<file path="config.mk">
export PLATFORM = sky130hd
export DESIGN_NAME = ff_chain_loader
export DESIGN_NICKNAME = d
export VERILOG_FILES = /design/src/rtl/ff_chain_loader.sv
export SDC_FILE = /design/constraint.sdc
export NUM_CORES = 1
export LEC_CHECK = 0
export BUFFER_PORTS_ARGS = -buffer_cell sky130_fd_sc_hd__buf_2
export CAP_MARGIN = 30
export CORE_MARGIN = 3
export CORE_UTILIZATION = 58
export CTS_BUF_LIST = sky130_fd_sc_hd__clkbuf_4
export DETAILED_ROUTE_END_ITERATION = 10
export MAX_ROUTING_LAYER = met4
export PLACE_DENSITY = 0.95
export SYNTH_ARGS = -nofsm -noshare
export SYNTH_HDL_FRONTEND = slang
export SYNTH_SLANG_ARGS = --single-unit
</file>
<file path="constraint.sdc">
create_clock -name clk -period 3.8 [get_ports clk]
set_input_delay 0.38 -clock clk [delete_from_list [all_inputs] [get_ports clk]]
set_output_delay 0.38 -clock clk [all_outputs]
set_load 0.05 [all_outputs]
</file>
<file path="src/rtl/ff_chain_loader.sv">
// ff_chain_loader: accepts a parallel word over valid/ready and shifts it
// LSB-first into a WIDTH-long chain of D flip-flops, one bit per enabled tick,
// pulsing done once the chain holds the whole word.
module ff_chain_loader #(
  parameter int WIDTH = 8,
  parameter int CNT_W = $clog2(WIDTH + 1)
) (
  input  logic             clk,
  input  logic             rst,
  input  logic             in_valid,
  output logic             in_ready,
  input  logic [WIDTH-1:0] in_data,
  input  logic             tick,
  input  logic             abort,
  input  logic             clear,
  output logic             ser_d,
  output logic             shift_en,
  output logic             busy,
  output logic             done,
  output logic [WIDTH-1:0] chain_q
);

  typedef enum logic [1:0] {
    IDLE  = 2'd0,
    SHIFT = 2'd1,
    DONE  = 2'd2
  } state_t;

  localparam logic [CNT_W-1:0] LAST_CNT = CNT_W'(WIDTH - 1);

  state_t           state;
  logic [WIDTH-1:0] shadow;
  logic [CNT_W-1:0] count;

  // Handshake and status decode directly from the registered state.
  always_comb begin
    in_ready = (state == IDLE) && !rst;
    busy     = (state != IDLE);
    done     = (state == DONE);
    ser_d    = (state == SHIFT) ? shadow[0] : 1'b0;
    shift_en = (state == SHIFT) && tick && !abort;
  end

  // Load sequencer plus the flip-flop chain it drives.
  always_ff @(posedge clk) begin
    if (rst) begin
      state   <= IDLE;
      chain_q <= '0;
      shadow  <= '0;
      count   <= '0;
    end else begin
      unique case (state)
        IDLE: begin
          // clear and accept are independent: clear zeroes the chain while
          // the accepted word only lands in the shadow register.
          if (clear) chain_q <= '0;
          if (in_valid) begin
            shadow <= in_data;
            count  <= '0;
            state  <= SHIFT;
          end
        end
        SHIFT: begin
          if (abort) begin
            count <= '0;
            state <= IDLE;
          end else if (tick) begin
            chain_q <= {shadow[0], chain_q[WIDTH-1:1]};
            shadow  <= shadow >> 1;
            count   <= count + 1'b1;
            if (count == LAST_CNT) state <= DONE;
          end
        end
        DONE: begin
          state <= IDLE;
        end
        default: begin
          state <= IDLE;
        end
      endcase
    end
  end

endmodule
</file>
Word level (Yosys, flattened, before mapping)
Cells that the tools add are included.
- register bits after elaboration: 22
- logic and storage cells: 44
- input bits: 14
- output and inout port bits: 13
- multiplexer cells: 18
- reduce and logical (&&, ||, !) cells: 12
- equal/unequal tests: 9
- $add $sub $neg: 1
- operator list (kind ; count):
    two-way mux 8 bit ; 6
    case mux 8 bit (2 select lines) ; 2
    two-way mux 4 bit ; 3
    two-way mux 2 bit ; 4
    != test 2 bit, second input constant ; 4
    case mux 4 bit (2 select lines) ; 1
    AND reduction 4 bit ; 2
    AND reduction 3 bit ; 2
    adder 4 x 1 -> 4 bit, second input constant ; 1
    equality test 4 x 3 -> 1 bit, second input constant ; 1
    case mux 2 bit (2 select lines) ; 1
    nonzero test 2 bit ; 2
    logical AND 1 bit ; 3
    != test 3 x 2 -> 1 bit, second input constant ; 1
    != test 3 bit, second input constant ; 1
    equality test 2 x 1 -> 1 bit, second input constant ; 1
    equality test 2 bit, second input constant ; 1
    zero test 1 bit ; 2
    zero test 2 bit ; 1
    two-way mux 1 bit ; 1

Longest topological paths before layout
- depth after elaboration: 5
- gate-level depth with buffers: 6
- gate-level depth less buffers: 4

Least setup slack after synthesis
No wires, ideal clock.
- path type: register to output
- start: register state[0]
- end: output port ser_d
- data required time: 3.420 ns
- arrival time: 1.876 ns
- stages on the path, launching flop included: 4
- path slack: 1.544 ns
- buffers on the path: 2
- cell sequence: dfxtp_1 buf_6 buf_2 nor3b_1
- word-level cells in the longest chain between the ends: 2
- RTL lines (what ; line ; source):
    start: declaration ; 31 ; state_t state;
    start signal: assignment ; 47 ; state <= IDLE;
    start signal: assignment ; 60 ; state <= SHIFT;
    start signal: assignment ; 66 ; state <= IDLE;
    equality test 2 x 1 -> 1 bit ; 40 ; ser_d = (state == SHIFT) ? shadow[0] : 1'b0;
    two-way mux 1 bit ; 40 ;
    end: declaration ; 16 ; output logic ser_d,
Every way passes these cells.

Final worst setup path
- start: register state[0]
- end: output port shift_en
- word-level cells in the longest chain between the ends: 3
- RTL lines (what ; line ; source):
    equality test 2 x 1 -> 1 bit ; 41 ; shift_en = (state == SHIFT) && tick && !abort;
    logical AND 1 bit (2 in a row) ; 41 ;
    end: declaration ; 17 ; output logic shift_en,
Every way passes these cells.

==> results by group <==
Outcome
  – Status: completed

Critical path
  – Worst Setup Start Kind: flip-flop
  – Worst r2r dst: shadow[5]$_SDFFE_PP0P_
  – Critical path capture point: shift_en
  – Register-to-Register Setup Slack: 1460 ps
  – Worst EP arrival: 2340 ps
  – CP Max Fanout: 20
  – Setup CP Type: flip-flop to output port
  – CP Data Required Time: 3420 ps
  – Reg2reg path depth: 4
  – Critical R2R Launch: state[0]$_SDFFE_PP0P_
  – CP endpoint kind: output port
  – Crit path launch: state[0]$_SDFFE_PP0P_

Detailed routing
  – DR WL/cell: 13.8 um
  – Total number of vias: 885
  – Post-route ant nets: 0
  – Residual DRC: 0
  – Vias per cell: ~5.7
  – Drt total wl: 2160 um
  – Pre-antenna DRT Iters: 4
  – Initial DRC Count: 12

Pwr
  – Leak pwr: 0.478 nW
  – Power Dens Cells: ~370 nW/um2
  – Worst IR Drop VDD: 0.348 mV

GRT
  – First-pass GRT wire length: 3760 um
  – Vias in the first global route: between 800 and 900
  – Met1 usage: 0.242
  – Met2 usage: 0.328
  – Initial antenna violation count: 0
  – Grt met3 use: 0.0428
  – Grt ovf: 0
  – Largest net degree at the start of global routing: 23
  – Total GRT Usage: 0.203
  – Grt peak-use layer: met2

Cells and area
  – Final Util: 0.741
  – Area Growth Syn to Fin: 12.1%
  – Fin area: 1210 um2
  – Final nets: 148
  – ANT cells: 0
  – Layout cell share with drive strength beyond 1: 0.311
  – Fillers: 134

Floorplanning
  – DIE HEIGHT: 49.1 um
  – Initial core utilization: 0.661
  – Die area: ~2400 um2
  – # IOs: 27
  – Core box area: 1630 um2
  – Die width: a little under 50 um
  – Site Rows: 14

STA
  – RSZ-0062 raised after global routing: no
  – Final Hold Viols: 0
  – Setup TNS: 0 ps
  – Period utilisation layout: 0.715
  – Slew Viols, Final: 0
  – Relative slew slack: 0.441
  – Final setup viols: 0
  – Worst Max-Slew Pin Slew: 838 ps
  – Post-layout min period: 2720 ps
  – Clock Skew: approximately 3.4 ps
  – Worst setup margin: 1080 ps
  – Peak Freq: 368 MHz

Synth
  – Post-synth top cells: dfxtp_1, nand2b_1, mux2i_1, nor3_1, a211oi_2
  – Yosys reg bits: 22
  – Cell with the most instances after synthesis: dfxtp_1
  – Syn Inst Count: 110
  – Sequential fraction of the synthesis area: 0.409
  – Post-synth EDFFs: 0
  – Avg Cell Area, Syn: 9.79 um2
  – Yosys cell types: 32
  – Synth top area share: 0.409
  – Fraction of registers with async set/reset: 0
  – Post-Synthesis Net Count: 125
  – Top_reg_cell synth: dfxtp_1
  – Total number of yosys warnings: 0
  – Synth area leaders: dfxtp_1, a211oi_2, mux2i_1
  – Synth area leader: dfxtp_1
  – Syn Std Cell Area: 1080 um2

Clocking
  – Post-CTS Setup Repair Bufs: 0
  – Worst-Skew Late Latency: 310 ps
  – Hold-fix buffer count after cts: 0
  – H-tree depth: 1
  – Clock buffer depth: 2
  – Clock-pin transition on the worst setup and hold timing paths: 120 ps
  – Clock buffer count from CTS: 3
  – CTS tree: built
  – Root Driver: clkbuf_4
  – Clock tree sinks: 22
  – Cts repair resizes: 0

Place
  – RePlAce Congestion: a little over 0.7
  – Post-place instance area: 1180 um2
  – Final HPWL DP: 1590 um
  – Pre-CTS setup slack: 1460 ps
  – Port bufs: 26

Hold path
  – HP Class: input pin to flip-flop

Job
  – MaxCap Viol Count: 0
[critical path: stages (launching register included)]
cell and delay [ps]:
dfxtp_1 890, nand4bb_1 490, inv_2 330, buf_2 310
[sequential cells by signal, summed over array words and instances (netlist names)]
register and flops:
chain_q 8, state 2, count 4, shadow 8
[metal layers]
metal / vias up / routed length [um]
li1: 448 / -
met1: 402 / 974
met2: 28 / 1020
met3: 7 / 126
met4: 0 / 39
met5: - / 0
[cell type report]
type | instances | area (um2) | area share
clock inverter | 1 | 3.75 | 0.00311
timing repair buffer | 26 | 130 | 0.108
sequential | 22 | 440 | 0.365
inverter | 4 | 15.0 | 0.0124
clock buffer | 3 | 22.5 | 0.0187
multi-input combinational | 76 | 566 | 0.468
tap | 24 | 30.0 | 0.0249
[worst min-delay path by stage]
stage | from | end | slack (ps) | depth (start not counted)
5_1_grt | in_data[7] | shadow[7]$_SDFFE_PP0P_ | 310 | 3
2_1_floorplan | count[3]$_SDFFE_PP0P_ | count[3]$_SDFFE_PP0P_ | 450 | 2
6_report | in_data[7] | shadow[7]$_SDFFE_PP0P_ | 300 | 3
3_3_place_gp | count[3]$_SDFFE_PP0P_ | count[3]$_SDFFE_PP0P_ | 470 | 2
4_1_cts | in_data[7] | shadow[7]$_SDFFE_PP0P_ | 300 | 3
3_5_place_dp | chain_q[0]$_SDFFE_PP0P_ | chain_q[0]$_SDFFE_PP0P_ | 470 | 2
[where the power goes]
group,internal [W],total (W),switching (W)
clock network,0.0000385,0.000111,0.0000729
logic,0.0000343,0.0000829,0.0000486
registers,0.000241,0.000254,0.0000127
total,0.000314,0.000448,0.000134
[stage by stage]
| step | cells | total power [W] | hold slack [ps] |
|---|---|---|---|
| detailed placement | 152 | 0.000342 | 475 |
| floorplan | 110 | 0.000326 | 448 |
| global route | 156 | 0.000469 | 307 |
| CTS | 156 | 0.000450 | 296 |
| finish | 156 | 0.000448 | 298 |
| global placement | 152 | 0.000338 | 468 |
[cell families (layout without fill, tap and decap cells)]
group	count (synthesis)	count (layout)	synth area share
multiplexers	8	8	0.0743
adder cells (fa/ha/maj)	1	1	0.0116
AND/OR/NAND/NOR	38	38	0.217
AO/OA/AOI/OAI	29	29	0.222
flip-flops	22	22	0.409
buffers and inverters	12	34	0.0662
[cell usage in the layout, fill, tap and decap left out, drive strengths merged, types with 2 or more instances in the layout]
| cell type | count |
|---|---|
| mux2i | 8 |
| a211oi | 8 |
| o31ai | 2 |
| or2 | 2 |
| o21bai | 2 |
| nor2 | 4 |
| nor3b | 4 |
| o22ai | 6 |
| nand3b | 2 |
| nand2 | 3 |
| dfxtp | 22 |
| nor3 | 8 |
| clkbuf | 3 |
| a21oi | 5 |
| nand2b | 9 |
| o21ai | 3 |
| buf | 26 |
| or4 | 2 |
| inv | 4 |
| o32ai | 2 |
Note: power is estimated with default switching activity, not from simulation.
